### config.mk
export PLATFORM = sky130hd
export DESIGN_NAME = ordering_collector
export DESIGN_NICKNAME = d
export VERILOG_FILES = /design/src/rtl/replica_pkg.sv /design/src/rtl/collector_fifo.sv /design/src/rtl/ordering_collector.sv
export SDC_FILE = /design/constraint.sdc
export NUM_CORES = 1
export LEC_CHECK = 0
export BUFFER_PORTS_ARGS = -buffer_cell sky130_fd_sc_hd__buf_2
export CAP_MARGIN = 10
export CORE_ASPECT_RATIO = 2
export CORE_MARGIN = 1.5
export CORE_UTILIZATION = 59
export DETAILED_ROUTE_END_ITERATION = 7
export PLACE_DENSITY = 0.87
export SETUP_SLACK_MARGIN = 0.2
export SYNTH_ARGS = -nofsm -noshare
export SYNTH_HDL_FRONTEND = slang
export SYNTH_HIERARCHICAL = 1
export SYNTH_SLANG_ARGS = --single-unit
### constraint.sdc
create_clock -name clk -period 4.05 [get_ports clk]
set_input_delay 0.2025 -clock clk [delete_from_list [all_inputs] [get_ports clk]]
set_output_delay 0.2025 -clock clk [all_outputs]
set_load 0.01 [all_outputs]
### src/rtl/replica_pkg.sv
// replica_pkg: shared replica/city sizing and the collector output word layout
package replica_pkg;
  localparam int city_num = 8;
  localparam int city_num_log = 3;
  localparam int node_num = 4;
  localparam int node_log = 2;
  typedef struct packed {
    logic [node_log-1:0] replica;
    logic [city_num_log-1:0] pos;
    logic [city_num_log-1:0] city;
  } ord_word_t;
endpackage

### src/rtl/collector_fifo.sv
// collector_fifo: power-of-two skid FIFO; writes when full and reads when empty are ignored
module collector_fifo #(
  parameter int DEPTH = 4,
  parameter int WIDTH = 8
) (
  input  logic                     clk,
  input  logic                     reset,
  input  logic                     wr,
  input  logic [WIDTH-1:0]         wdata,
  input  logic                     rd,
  output logic [WIDTH-1:0]         rdata,
  output logic [$clog2(DEPTH):0]   count,
  output logic                     full,
  output logic                     empty
);
  localparam int AW = $clog2(DEPTH);
  logic [WIDTH-1:0] mem [DEPTH];
  logic [AW-1:0] wp, rp;
  logic do_wr, do_rd;
  assign full = count == (AW+1)'(DEPTH);
  assign empty = count == '0;
  assign do_wr = wr & ~full;
  assign do_rd = rd & ~empty;
  assign rdata = mem[rp];
  always_ff @(posedge clk or posedge reset) begin
    if (reset) begin
      wp <= '0;
      rp <= '0;
      count <= '0;
    end else begin
      if (do_wr) wp <= wp + 1'b1;
      if (do_rd) rp <= rp + 1'b1;
      count <= count + (AW+1)'(do_wr) - (AW+1)'(do_rd);
    end
  end
  always_ff @(posedge clk) if (do_wr) mem[wp] <= wdata;
endmodule

### src/rtl/ordering_collector.sv
// ordering_collector: credit-paced readout of replica orderings into a tagged host stream
module ordering_collector
  import replica_pkg::*;
#(
  parameter int FIFO_DEPTH = 4,
  parameter int NODES = node_num,
  parameter int CITIES = city_num
) (
  input  logic                                clk,
  input  logic                                reset,
  input  logic                                start,
  output logic                                shift_cmd,
  input  logic                                ord_valid,
  input  logic [city_num_log-1:0]             ord_data,
  output logic                                m_valid,
  input  logic                                m_ready,
  output logic [node_log+2*city_num_log-1:0]  m_data,
  output logic                                m_last,
  output logic                                busy,
  output logic                                done,
  output logic                                err_ovf,
  output logic                                err_unexp
);
  localparam int TOTAL = NODES * CITIES;
  localparam int TW = $clog2(TOTAL + 1);
  localparam int CW = $clog2(FIFO_DEPTH) + 1;
  localparam logic [1:0] IDLE = 2'd0, RUN = 2'd1, DRAIN = 2'd2, DONE_S = 2'd3;
  logic [1:0] state;
  logic [TW-1:0] issued, received, outst;
  logic [node_log-1:0] rep;
  logic [city_num_log-1:0] pos;
  logic last_seen, active, pop, credit_ok, pos_end;
  logic [CW-1:0] f_count;
  logic f_full, f_empty;
  logic [city_num_log-1:0] f_rdata;
  ord_word_t word;
  collector_fifo #(.DEPTH(FIFO_DEPTH), .WIDTH(city_num_log)) u_fifo (
    .clk(clk), .reset(reset), .wr(ord_valid & active), .wdata(ord_data), .rd(pop),
    .rdata(f_rdata), .count(f_count), .full(f_full), .empty(f_empty)
  );
  assign active = state == RUN || state == DRAIN;
  assign busy = active;
  assign done = state == DONE_S;
  assign m_valid = ~f_empty;
  assign pop = m_valid & m_ready;
  // a stray extra word can push received past issued; treat that as nothing outstanding
  assign outst = issued > received ? issued - received : '0;
  assign credit_ok = int'(f_count) + int'(outst) < FIFO_DEPTH;
  assign shift_cmd = state == RUN && credit_ok && issued < TW'(TOTAL);
  assign pos_end = pos == city_num_log'(CITIES - 1);
  assign m_last = m_valid && pos_end && rep == node_log'(NODES - 1);
  assign word = '{replica: rep, pos: pos, city: f_rdata};
  assign m_data = word;
  always_ff @(posedge clk or posedge reset) begin
    if (reset) begin
      state <= IDLE;
      issued <= '0;
      received <= '0;
      rep <= '0;
      pos <= '0;
      last_seen <= 1'b0;
      err_ovf <= 1'b0;
      err_unexp <= 1'b0;
    end else if (state == IDLE && start) begin
      state <= RUN;
      issued <= '0;
      received <= '0;
      rep <= '0;
      pos <= '0;
      last_seen <= 1'b0;
      err_ovf <= 1'b0;
      err_unexp <= 1'b0;
    end else begin
      if (shift_cmd) issued <= issued + 1'b1;
      if (ord_valid && active) received <= received + 1'b1;
      if (ord_valid && active && f_full) err_ovf <= 1'b1;
      if (ord_valid && !active) err_unexp <= 1'b1;
      if (pop) pos <= pos_end ? '0 : pos + 1'b1;
      if (pop && pos_end) rep <= rep + 1'b1;
      if (pop && m_last) last_seen <= 1'b1;
      state <= (state == RUN && shift_cmd && issued == TW'(TOTAL - 1)) ? DRAIN :
               (state == DRAIN && last_seen && received >= TW'(TOTAL) && f_empty) ? DONE_S :
               (state == DONE_S) ? IDLE : state;
    end
  end
endmodule

Word level (Yosys, flattened, before mapping)
Memories as Yosys holds them, arrays and structs flattened.
Index checks and enable logic that the tools add are counted.
{ "totals": {"regBits": 29, "n_memories": 1, "wordCells": 88, "inputBits": 8, "out_inout_bits": 15, "ramBits": 12} }
{ "memory_table": {"columns": ["memory", "depth", "width", "read_ports", "rd_ports_with_merged_regs", "wr", "line", "source"], "rows": [
  ["u_fifo.mem", 4, 3, 1, 0, 1, "collector_fifo.sv:17", "logic [WIDTH-1:0] mem [DEPTH];"]
]} }
{ "op_classes": {"n_addsub": 10, "magnitude_cmp": 4, "n_mux": 22, "n_eq_ne": 7, "bitwise_logic": 6, "n_reduce_logical": 27} }
{ "op_table": {"columns": ["cell", "n"], "rows": [
  ["6-bit 2-to-1 mux", 5],
  ["1-bit logical AND", 15],
  ["2-bit nonzero test", 7],
  ["6-bit by 1-bit adder with 6-bit output, second input constant", 2],
  ["2-bit 2-to-1 mux", 6],
  ["3-bit 2-to-1 mux", 3],
  ["1-bit 2-to-1 mux", 8],
  ["3-bit by 6-bit adder with 7-bit output", 1],
  ["7-bit by 3-bit < comparator with 1-bit output, second input constant", 1],
  ["2-bit by 1-bit adder with 2-bit output, second input constant", 3],
  ["2-bit equality test, second input constant", 3],
  ["3-bit equality test, second input constant", 2],
  ["6-bit by 5-bit equality test with 1-bit output, second input constant", 1],
  ["6-bit greater-or-equal comparator, second input constant", 1],
  ["6-bit greater-than comparator", 1],
  ["6-bit < comparator, second input constant", 1],
  ["6-bit subtractor", 1],
  ["1-bit AND", 4],
  ["4-bit nonzero test", 1],
  ["3-bit by 1-bit adder with 3-bit output", 1],
  ["3-bit by 1-bit adder with 3-bit output, second input constant", 1],
  ["3-bit logical NOT", 1],
  ["3-bit by 1-bit subtractor with 3-bit output", 1],
  ["2-bit by 1-bit equality test with 1-bit output, second input constant", 1],
  ["4 further kinds", 5]
]} }

Depth between registers and ports, before layout
Gate-level depths: netlist of run 1.
{ "depth": {"ltp_word": 10, "depth_mapped": 16, "depth_no_buf": 14} }

By module
Netlist of run 1, hierarchy kept.
{ "modules_own_cells": {"columns": ["module", "cells_per_inst", "area_per_inst_um2", "seq_area_each_um2", "instances"], "rows": [
  ["ordering_collector", 160, 1566.5, 550.5, 1],
  ["collector_fifo", 58, 905.9, 535.5, 1]
]} }

Worst setup path after synthesis of run 1
No wires, ideal clock.
{ "synth_timing": {"path_type": "reg2reg", "start": "register issued[0]", "end": "register issued[1]", "period_less_slack_ps": 3199, "arrival_time_ps": 3069, "slack_ps": 851, "path_buffers": 2, "required_ps": 3920, "setup_time_ps": 130, "stages_incl_launch_ff": 17, "cell_sequence": "dfrtp_1 -> inv_1 -> ha_1 -> inv_1 -> fa_1 -> nand3_1 -> a21oi_2 -> o31a_1 -> buf_6 -> and2_1 -> ha_1 -> nor4b_1 -> nand2b_1 -> clkbuf_1 -> o21bai_1 -> o221ai_1 -> a21oi_1"} }
{ "synth_via": {"elab_chain_len": 7, "elab_cells_between_ends": 12, "classes_between": "add/sub: 3; order compare: 3; mux: 3; reduce/logical: 3"} }
{ "synth_lines": {"columns": ["element", "line", "source"], "rows": [
  ["start, declared", "ordering_collector.sv:29", "logic [TW-1:0] issued, received, outst;"],
  ["start signal, assigned", "ordering_collector.sv:74", "if (shift_cmd) issued <= issued + 1'b1;"],
  ["6-bit subtractor / 6-bit greater-than comparator (equally long branches)", "ordering_collector.sv:47", "assign outst = issued > received ? issued - received : '0;"],
  ["6-bit 2-to-1 mux", "ordering_collector.sv:47", null],
  ["3-bit by 6-bit adder with 7-bit output", "ordering_collector.sv:48", "assign credit_ok = int'(f_count) + int'(outst) < FIFO_DEPTH;"],
  ["7-bit by 3-bit < comparator with 1-bit output", "ordering_collector.sv:48", null],
  ["1-bit logical AND (2 in a row)", "ordering_collector.sv:49", "assign shift_cmd = state == RUN && credit_ok && issued < TW'(TOTAL);"],
  ["2-bit nonzero test (no source line)", null, null]
]} }
Several ways; a longest one is shown, not always the timed one. The select of a mux whose other input is x is not followed.
A chain may end at the register's enable or synchronous reset.

Worst setup path after layout of run 1
{ "layout_timing": {"start": "register issued[0]", "end": "output shift_cmd"} }
{ "layout_via": {"elab_chain_len": 6, "elab_cells_between_ends": 8, "classes_between": "add/sub: 2; order compare: 3; mux: 1; reduce/logical: 2"} }
{ "layout_lines": {"columns": ["element", "line", "source"], "rows": [
  ["6-bit subtractor / 6-bit greater-than comparator (equally long branches)", "ordering_collector.sv:47", null],
  ["6-bit 2-to-1 mux", "ordering_collector.sv:47", null],
  ["3-bit by 6-bit adder with 7-bit output", "ordering_collector.sv:48", null],
  ["7-bit by 3-bit < comparator with 1-bit output", "ordering_collector.sv:48", null],
  ["1-bit logical AND", "ordering_collector.sv:49", null],
  ["1-bit logical AND *", "ordering_collector.sv:49", null],
  ["end, declared", "ordering_collector.sv:12", "output logic shift_cmd,"]
]} }
Every way passes the cells marked *; elsewhere a longest branch is shown, timed or not.

==> summary.txt, run 1 <==
Outcome
  • Outcome: finished, final reports clean

Layout
  • Non-filler cells, final: 296
  • Share of layout cells above drive strength 1: 0.180
  • Final #Nets: 277
  • Layout fillers: 331
  • N_diodes: 0
  • Area delta synth->final: 11.0%
  • Post-route core utilization: 0.678

Timing
  • Tcrit/Tclk final: 0.866
  • Number of max-slew violations in the final report: 0
  • RSZ-0062 raised after global routing: false
  • Final setup fails: 0
  • Measured slew at the worst slew-check pin: 0.872 ns
  • Final Hold Fails: 0
  • Min Tclk post-route: 3.51 ns
  • F_max: 285 MHz
  • Max Clock Skew: 0.00530 ns
  • TNS Setup: 0 ns
  • Final worst slack: 0.543 ns
  • Slew HR: 0.418

Detailed routing
  • Final WL: 4630 microns
  • ANT nets after route: 0
  • Drt first pass iters: 4
  • Vias per cell: 5.71
  • Residual DRC: 0
  • Initial DRC Count: 23
  • Drt wl/cell: 15.6 microns
  • Vias: 1690

Pwr
  • Cell-internal power: 1.40 mW
  • Static Leakage: 1.25 nW
  • Clock share of power: 0.130
  • Gate power share: 0.558
  • PwrDens: 907 nW/um^2
  • Part of the power in registers: 0.313
  • P_sw: 1.09 mW
  • Worst VDD drop: 0.737 mV
  • Total Power: 2.49 mW
  • Switch share: 0.437

Clocking
  • Longest Clk Path Bufs: 2
  • CTS sink count: 41
  • CTS clk-pin slew, worst paths: 0.08 ns
  • Number of post-CTS setup repair buffers: 0
  • CTS tree: built
  • CTS root buf: clkbuf_8
  • CTS HTree Levels: 2
  • Clock latency on the worst-skew pair: 0.29 ns
  • CTS Buf Count: 5

Critical path
  • Slowest stage cell on the critical path: dfrtp_1
  • Crit path max-delay family: simple AND/OR/NAND/NOR gates
  • Crit start category: flop
  • Delay of the slowest critical-path stage: 0.44 ns
  • Worst EP arrival: 3.30 ns
  • Worst path cell trace: inv_1 -> ha_1 -> inv_1 -> fa_1 -> nand3_1 -> a21oi_2 -> o31a_1 -> and2_1 -> ha_1 -> nor4b_1 -> nand2b_1 -> a21oi_1 -> buf_2
  • Worst setup EP type: primary output
  • CP Buf/Inv Count: 3
  • Crit path depth: 13
  • CP required: 3.85 ns
  • R2R Setup Slk: 0.72 ns
  • Crit Path Class: flop to primary output
  • Path depth of the worst reg2reg path: 14
  • CP max FO: 10

Floorplan
  • # IOs: 23
  • Total die area: 4610 sq um
  • Chip Width: 48.8 microns
  • Initial core utilization: 0.611
  • Rows: 33
  • Die Span Y: 94.5 microns
  • Core area: 4050 sq um

Synth
  • Seq/Total Area, Yosys: 0.439
  • Count of state elements after synthesis: 41
  • Syn Area/Cell: 11.3 sq um
  • Synth Cell Area: 2470 sq um
  • Post-synthesis cell type count: 47
  • Post-Syn Instances: 218
  • Async set-or-reset flop fraction in the synthesized netlist: 0.707
  • Net Count, Synth: 252
  • Yosys Warn Count: 6
  • Top_reg_cell synth: dfrtp_1
  • Post-synth EDFFs: 12

Placement
  • Port Buf Inserts: 22
  • Placed Cells: 287
  • Gpl congestion: 0.956
  • Pre-CTS setup slack: 0.720 ns
  • Hpwl dp: 3600 microns

Job
  • Max-cap violations: 0

Worst hold path
  • Hold depth: 1
  • Worst hold path type: input port to flop

GRT
  • Initial antenna violation count: 0
  • Largest net degree at the start of global routing: 23
  • Overall routing resource usage: 0.224
  • Number of global-route vias before repair: 1760
  • First-pass GRT wire length: 7770 microns
  • Overflow after GRT: 0
[worst register-to-register path, cell delays in order, from the launching register on]
cell and delay [ns]:
dfrtp_1 0.44, inv_1 0.08, ha_1 0.15, inv_1 0.05
fa_1 0.39, nand3_1 0.12, a21oi_2 0.10, o31a_1 0.27
and2_1 0.15, ha_1 0.27, nor4b_1 0.35, nand2b_1 0.32
o21bai_1 0.27, o221ai_1 0.17, a21oi_1 0.08
[routing by layer]
layer / part of all wire / GRT usage / vias up
met3: 0.017 / 0.0348 / 16
met2: 0.58 / 0.438 / 27
met5: 0 / 0 / -
li1: - / - / 823
met1: 0.36 / 0.211 / 824
met4: 0.041 / 0.138 / 0
[worst paths after layout]
| kind | start | to |
|---|---|---|
| max | issued[0] | shift_cmd |
| min | ord_data[2] | u_fifo/mem[2][2] |
| max reg2reg | issued[0] | issued[0] |
| min reg2reg | err_ovf | err_ovf |
| max in group asynchronous | reset | received[0] |
| min in group asynchronous | reset | u_fifo/count[1] |
[placed cells by master, fill, tap and decap left out, drive strengths merged, types with 4 or more instances in the layout]
| cell type | n |
|---|---|
| dfrtp | 29 |
| ha | 24 |
| buf | 24 |
| inv | 23 |
| nor2 | 14 |
| edfxtp | 12 |
| a21oi | 10 |
| xnor2 | 9 |
| nand2b | 9 |
| nand2 | 9 |
| mux2i | 7 |
| clkbuf | 6 |
| nand4 | 5 |
| nand3 | 5 |
| and3b | 5 |
| and2 | 4 |
[flip-flops by register name (all words and copies together), names as in the netlist]
signal / flops
last_seen: 1
issued: 6
received: 6
u_fifo/wp: 2
err_unexp: 1
state: 2
pos: 3
u_fifo/rp: 2
err_ovf: 1
rep: 2
u_fifo/mem: 12
u_fifo/count: 3
[final cells by class]
class / count / area [sq um] / area share
well taps: 52 / 65.1 / 0.0237
clock buffers: 6 / 72.6 / 0.0264
inverters: 23 / 86.3 / 0.0314
flip-flops and latches: 41 / 1090 / 0.396
repair buffers: 25 / 135 / 0.0492
clock inverters: 2 / 35.0 / 0.0128
multi-input cells: 147 / 1260 / 0.461
[logic make-up (layout without fill, tap and decap cells)]
group,after synthesis,after routing,share of synthesized area
buffers and inverters,30,56,0.0491
muxes,10,10,0.0557
and+or+nand+nor,64,64,0.159
xor gates and xnor gates,11,11,0.0390
adders and majority gates,26,26,0.138
AOI/OAI and AO/OA,36,36,0.120
DFF,41,41,0.439
[power by group through the flow]
stage / Clock (mW) / Combinational, mW / Sequential, mW
3_5_place_dp: 0 / 1.39 / 0.789
5_1_grt: 0.339 / 1.56 / 0.806
4_1_cts: 0.329 / 1.40 / 0.780
3_3_place_gp: 0 / 1.35 / 0.779
2_1_floorplan: 0 / 1.11 / 0.740
6_report: 0.323 / 1.39 / 0.779
[metrics by stage]
stage / area (sq um) / hold slack [ns]
2_1_floorplan: 2470 / 0.00590
5_1_grt: 2750 / 0.127
6_report: 2750 / 0.124
4_1_cts: 2750 / 0.121
3_3_place_gp: 2630 / 0.154
3_5_place_dp: 2630 / 0.158
[Yosys cell counts (all sizes together), types with 4 or more instances]
master	number	area [sq um]
dfrtp	29	726
ha	24	300
inv	23	86.3
nor2	14	52.6
edfxtp	12	360
a21oi	10	53.8
nand2	9	33.8
nand2b	9	56.3
xnor2	9	78.8
mux2i	7	70.1
and3b	5	47.5
clkbuf	5	18.8
nand3	5	25.0
nand4	5	31.3
and2	4	25.0
[repair_timing]
action | CTS | global route
resized for setup | 0 | 0
hold buffers | 1 | 0
hold endpoints to repair | 7 | 0
Power figures use the tool's default switching activity.
==> run 2: changes to the inputs <==
PLACE_DENSITY = 0.88   (was 0.87)
SYNTH_HIERARCHICAL = unset   (was 1)
==> summary.txt, run 2 <==
Timing
  • F_max: 282 MHz
  • Measured slew at the worst slew-check pin: 0.689 ns
  • Final setup fails: 0
  • Min Tclk post-route: 3.55 ns
  • Slew HR: 0.540
  • TNS Setup: 0 ns
  • RSZ-0062 raised after global routing: false
  • Tcrit/Tclk final: 0.877
  • Hold slack: 0.119 ns
  • Number of max-slew violations in the final report: 0
  • Max Clock Skew: 0.0116 ns
  • Final Hold Fails: 0

Critical path
  • Crit path max-delay family: adder cells
  • Crit Path Class: flop to primary output
  • Worst EP arrival: 3.35 ns
  • Delay of the slowest critical-path stage: 0.44 ns
  • CP max FO: 5
  • Slowest stage cell on the critical path: dfrtp_1
  • Worst path cell trace: inv_1 -> ha_1 -> inv_1 -> fa_1 -> nand3_1 -> a21oi_2 -> o31ai_1 -> nor2_1 -> ha_1 -> nor4b_2 -> nand2b_1 -> a21oi_1 -> buf_2
  • R2R Setup Slk: 0.74 ns
  • CP Buf/Inv Count: 3
  • Crit start category: flop
  • Worst setup EP type: primary output
  • CP required: 3.85 ns
  • Path depth of the worst reg2reg path: 14
  • RR Startpoint: issued[0]
  • Worst R2R End: issued[1]

Synth
  • Synth Cell Area: 2370 sq um
  • Top-area cell type share of the netlist area: 0.306
  • Count leader, synth: dfrtp_1
  • Async set-or-reset flop fraction in the synthesized netlist: 0.707
  • Top cells by area, synth: dfrtp_1 (31%), edfxtp_1 (15%), ha_1 (13%), xnor2_1 (4.1%), a21oi_1 (3.2%)
  • Top_reg_cell synth: dfrtp_1
  • Yosys Warn Count: 0
  • Post-synth EDFFs: 12
  • Count of state elements after synthesis: 41
  • Seq/Total Area, Yosys: 0.458
  • Net Count, Synth: 248
  • Syn Area/Cell: 11.1 sq um
  • Post-Syn Instances: 214
  • Post-synthesis cell type count: 47
  • Commonest cells post-synth: dfrtp_1 (29), ha_1 (24), inv_1 (19)
  • Yosys top cell by area: dfrtp_1

GRT
  • Layer with the highest usage: met2
  • GR Util met2: 0.423
  • Largest net degree at the start of global routing: 30
  • Overall routing resource usage: 0.244
  • Overflow after GRT: 0
  • GRT met3 Usage: 0.0546
  • Number of global-route vias before repair: 1724
  • Global routing usage on met1: 0.257
  • First-pass GRT wire length: 7650 microns
  • Initial antenna violation count: 0

Layout
  • Multi-input logic area: 1190 sq um
  • Flip-flop count of the largest register after layout: 12
  • Biggest register: u_fifo.mem
  • Area delta synth->final: 13.9%
  • Final #Nets: 275
  • Post-route core utilization: 0.703
  • Commonest non-fill, non-tap cell in the layout: dfrtp_1
  • Most frequent cells in the layout: dfrtp_1 (29), ha_1 (24), buf_2 (22)
  • Layout fillers: 284
  • Share of layout cells above drive strength 1: 0.186
  • N_diodes: 0
  • Storage cell area: 1090 sq um
  • Top Registers: u_fifo.mem (12), issued (6), received (6)
  • Non-filler cells, final: 293

Detailed routing
  • Vias per cell: 5.84
  • ANT nets after route: 0
  • Drt wl/cell: 16.3 microns
  • Vias: 1710
  • Initial DRC Count: 28
  • Final WL: 4760 microns
  • Drt first pass iters: 4
  • Residual DRC: 0

Placement
  • Hpwl dp: 3480 microns
  • Gpl congestion: 0.906
  • Placed Cells: 283
  • Port Buf Inserts: 22

Pwr
  • Cell-internal power: 1.32 mW
  • PwrDens: 838 nW/um^2
  • Part of the power in registers: 0.307
  • Static Leakage: 1.25 nW
  • Switch share: 0.415
  • Worst VDD drop: 0.657 mV
  • Total Power: 2.26 mW
  • P_sw: 0.938 mW
  • Clock share of power: 0.175
  • Gate power share: 0.518

Worst hold path
  • Worst hold path type: input port to flop
  • Hold depth: 1
  • Worst Hold Path EP: u_fifo.mem[2][1]
  • HP Start: ord_data[1]

Floorplan
  • Rows: 32
  • Total die area: 4430 sq um
  • # IOs: 23
  • Core area: 3840 sq um
  • Initial core utilization: 0.617
  • Chip Width: 47.8 microns
  • Die Span Y: 92.7 microns

Clocking
  • CTS clk-pin slew, worst paths: 0.09 ns
  • CTS root buf: clkbuf_8
  • CTS Buf Count: 5
  • CTS tree: built
  • Clock latency on the worst-skew pair: 0.30 ns
  • CTS HTree Levels: 2
  • Longest Clk Path Bufs: 2
  • CTS sink count: 41
  • Number of post-CTS setup repair buffers: 0

Job
  • Max-cap violations: 0

Outcome
  • Outcome: finished, final reports clean
## run 2: cell families after synthesis
| logic type | synth area share |
|---|---|
| simple gates | 0.154 |
| flops | 0.458 |
| compound gates | 0.117 |
| fa+ha+maj | 0.144 |
| buf+inv | 0.0422 |
| xor+xnor | 0.0443 |
| mux | 0.0412 |
## run 2: power by group through the flow
stage	sequential, mW	clock (mW)	combinational, mW
finish	0.695	0.396	1.17
CTS	0.694	0.402	1.14
global route	0.715	0.417	1.30
floorplan	0.672	0	0.879
global placement	0.695	0	1.09
detailed placement	0.701	0	1.13
## run 2: final cells by class
class	count	share of cell area
clock buffer	5	0.0255
clock inverter	3	0.0255
inverter	20	0.0278
multi-input combinational	149	0.441
sequential	41	0.402
tap	51	0.0236
timing repair buffer	24	0.0547
## run 2: metal layers
metal / routed length, microns / vias to the layer above
li1: - / 812
met1: 1700 / 841
met2: 2760 / 40
met3: 141 / 17
met4: 165 / 0
met5: 0 / -
## run 2: through the flow
step / instance area, sq um / setup WS [ns]
floorplan: 2370 / 1.07
global placement: 2520 / 0.761
detailed placement: 2520 / 0.667
CTS: 2660 / 0.392
global route: 2700 / 0.245
finish: 2700 / 0.499
## run 2: timing repair
item,4_1_cts,5_1_grt
endpoints found under the setup margin,0,1
endpoints found under the hold margin,0,5
hold buffers,0,1
gates resized for setup,0,1
## run 2: worst max path at each step
stage,from,endpoint,slack (ns),depth (start not counted)
6_report,issued[0],shift_cmd,0.50,13
3_3_place_gp,issued[0],issued[1],0.76,14
2_1_floorplan,issued[0],issued[1],1.07,14
3_5_place_dp,issued[0],issued[1],0.67,14
4_1_cts,issued[0],shift_cmd,0.39,13
5_1_grt,issued[0],shift_cmd,0.25,13
==> run 3: changes to the inputs <==
CORE_UTILIZATION = 61   (was 59)
CTS_BUF_LIST = sky130_fd_sc_hd__clkbuf_4 sky130_fd_sc_hd__clkbuf_8   (was unset)
PLACE_DENSITY = 0.9   (was 0.88)
clock period = 3.5 ns   (was 4.05 ns; I/O delays follow)
==> summary.txt, run 3 (synthesis gave the netlist of run 2 again) <==
Outcome
  • Outcome: finished, final reports clean

Detailed routing
  • Drt first pass iters: 4
  • Final WL: 5700 microns
  • Vias per cell: 6.26
  • Drt wl/cell: 19.4 microns
  • Initial DRC Count: 70
  • Vias: 1839
  • ANT nets after route: 0
  • Residual DRC: 0
  • M1 wire length: 1880 microns
  • Met3 routed WL: 263 microns
  • Metal2 WL: 3280 microns
  • Top sig layer: met4

Floorplan
  • Total die area: 4290 sq um
  • Die Span Y: 91.2 microns
  • Core area: 3680 sq um
  • Chip Width: 47.1 microns
  • Initial core utilization: 0.643
  • # IOs: 23
  • Rows: 31

Timing
  • F_max: 312 MHz
  • RSZ-0062 raised after global routing: false
  • Min Tclk post-route: 3.21 ns
  • Max Clock Skew: 0.00199 ns
  • Number of max-slew violations in the final report: 0
  • Final setup fails: 0
  • Tcrit/Tclk final: 0.917
  • Measured slew at the worst slew-check pin: 1.05 ns
  • Slew HR: 0.296
  • TNS Setup: 0 ns
  • Final Hold Fails: 0

Critical path
  • Crit start category: flop
  • Worst setup path startpoint: received[3]
  • Worst EP arrival: 3.03 ns
  • Worst R2R End: issued[3]
  • CP max FO: 5
  • Path depth of the worst reg2reg path: 12
  • R2R Setup Slk: 0.31 ns
  • Worst setup EP type: primary output
  • RR Startpoint: received[3]
  • Crit Path Class: flop to primary output
  • CP required: 3.32 ns

Clocking
  • Clock latency on the worst-skew pair: 0.29 ns
  • Longest Clk Path Bufs: 2
  • Cts hold-fix bufs: 0
  • CTS clk-pin slew, worst paths: 0.08 ns
  • CTS HTree Levels: 2
  • CTS tree: built
  • CTS root buf: clkbuf_8
  • CTS Buf Count: 5
  • CTS sink count: 41

Worst hold path
  • HP Start: ord_data[1]
  • Worst Hold Path EP: u_fifo.mem[0][1]
  • Hold depth: 1
  • Worst hold path type: input port to flop

Pwr
  • Gate power share: 0.572
  • Worst VDD drop: 0.827 mV
  • P_sw: 1.27 mW
  • Static Leakage: 1.27 nW
  • Clock share of power: 0.153
  • Cell-internal power: 1.72 mW
  • Switch share: 0.424
  • Part of the power in registers: 0.274
  • PwrDens: 1080 nW/um^2

Placement
  • Port Buf Inserts: 22
  • Hpwl dp: 3750 microns
  • Gpl congestion: 0.887
  • Placed Cells: 282

GRT
  • First-pass GRT wire length: 8310 microns
  • Number of global-route vias before repair: 1828
  • Largest net degree at the start of global routing: 30
  • Overall routing resource usage: 0.273
  • Overflow after GRT: 0
  • Initial antenna violation count: 0

Layout
  • Most frequent cells in the layout: dfrtp_1 (28), buf_2 (22), ha_1 (21)
  • Commonest non-fill, non-tap cell in the layout: dfrtp_1
  • Final #Nets: 278
  • N_diodes: 0
  • Area delta synth->final: 17.0%
  • Share of layout cells above drive strength 1: 0.241
  • Non-filler cells, final: 294
  • Top Registers: u_fifo.mem (12), issued (6), received (6)
  • Flip-flop count of the largest register after layout: 12
  • Biggest register: u_fifo.mem

Job
  • Max-cap violations: 0
run 3: cell types whose count changed in the layout (fill, tap and decap cells not counted), sizes merged:
cell,before,now
buf,23,27
dlygate4sd3,1,0
run 3: what timing repair did:
| item | in CTS | in global routing |
|---|---|---|
| buffers inserted | 2 | 2 |
| pin swaps | 2 | 3 |
| resized for setup | 2 | 13 |
| setup endpoints to repair | 3 | 4 |
run 3: area by class of cell:
class,instances,area (sq um)
clock buffer,5,68.8
multi-input combinational,149,1260
inverter,20,75.1
sequential,41,1090
timing repair buffer,27,148
fill,202,911
tap,49,61.3
clock inverter,3,68.8
run 3: metal layers:
layer | GRT usage | up-vias
met2 | 0.505 | 82
met4 | 0.150 | 0
met1 | 0.251 | 915
met5 | 0 | -
li1 | - | 816
met3 | 0.0417 | 26
run 3: stage by stage:
step	hold slack [ns]	utilization	power, mW	cell area (sq um)	setup slack [ns]
final	0.0867	0.753	2.99	2770	0.291
after global routing	0.0890	0.753	3.19	2770	0.0972
after CTS	0.0842	0.729	2.71	2690	0.214
after detailed placement	0.399	0.685	2.17	2520	0.218
after global placement	0.390	0.685	2.10	2520	0.269
after floorplan	0.253	-	1.79	2370	0.522
run 3: how the worst max path moves through the flow:
stage                            to  slack [ns]  cells after the start
after global placement    issued[1]        0.27                     14
after floorplan           issued[1]        0.52                     14
after CTS                 shift_cmd        0.21                     14
final                     shift_cmd        0.29                     11
after detailed placement  issued[3]        0.22                     13
after global routing      shift_cmd         0.1                     11
run 3: power groups by stage:
stage	Combinational, mW	Sequential [mW]	Clock [mW]
after floorplan	1.02	0.778	0
after global placement	1.30	0.802	0
after detailed placement	1.35	0.815	0
after CTS	1.45	0.808	0.460
after global routing	1.87	0.836	0.476
final	1.71	0.819	0.458
run 3: critical path, stage by stage (launching register included):
cell	delay, ns
dfrtp_1	0.40
inv_1	0.13
ha_2	0.35
and4_1	0.22
a31oi_1	0.26
o31ai_2	0.12
nor2_1	0.16
ha_1	0.28
nor4b_4	0.32
nand2b_1	0.21
a21oi_2	0.14
buf_2	0.14
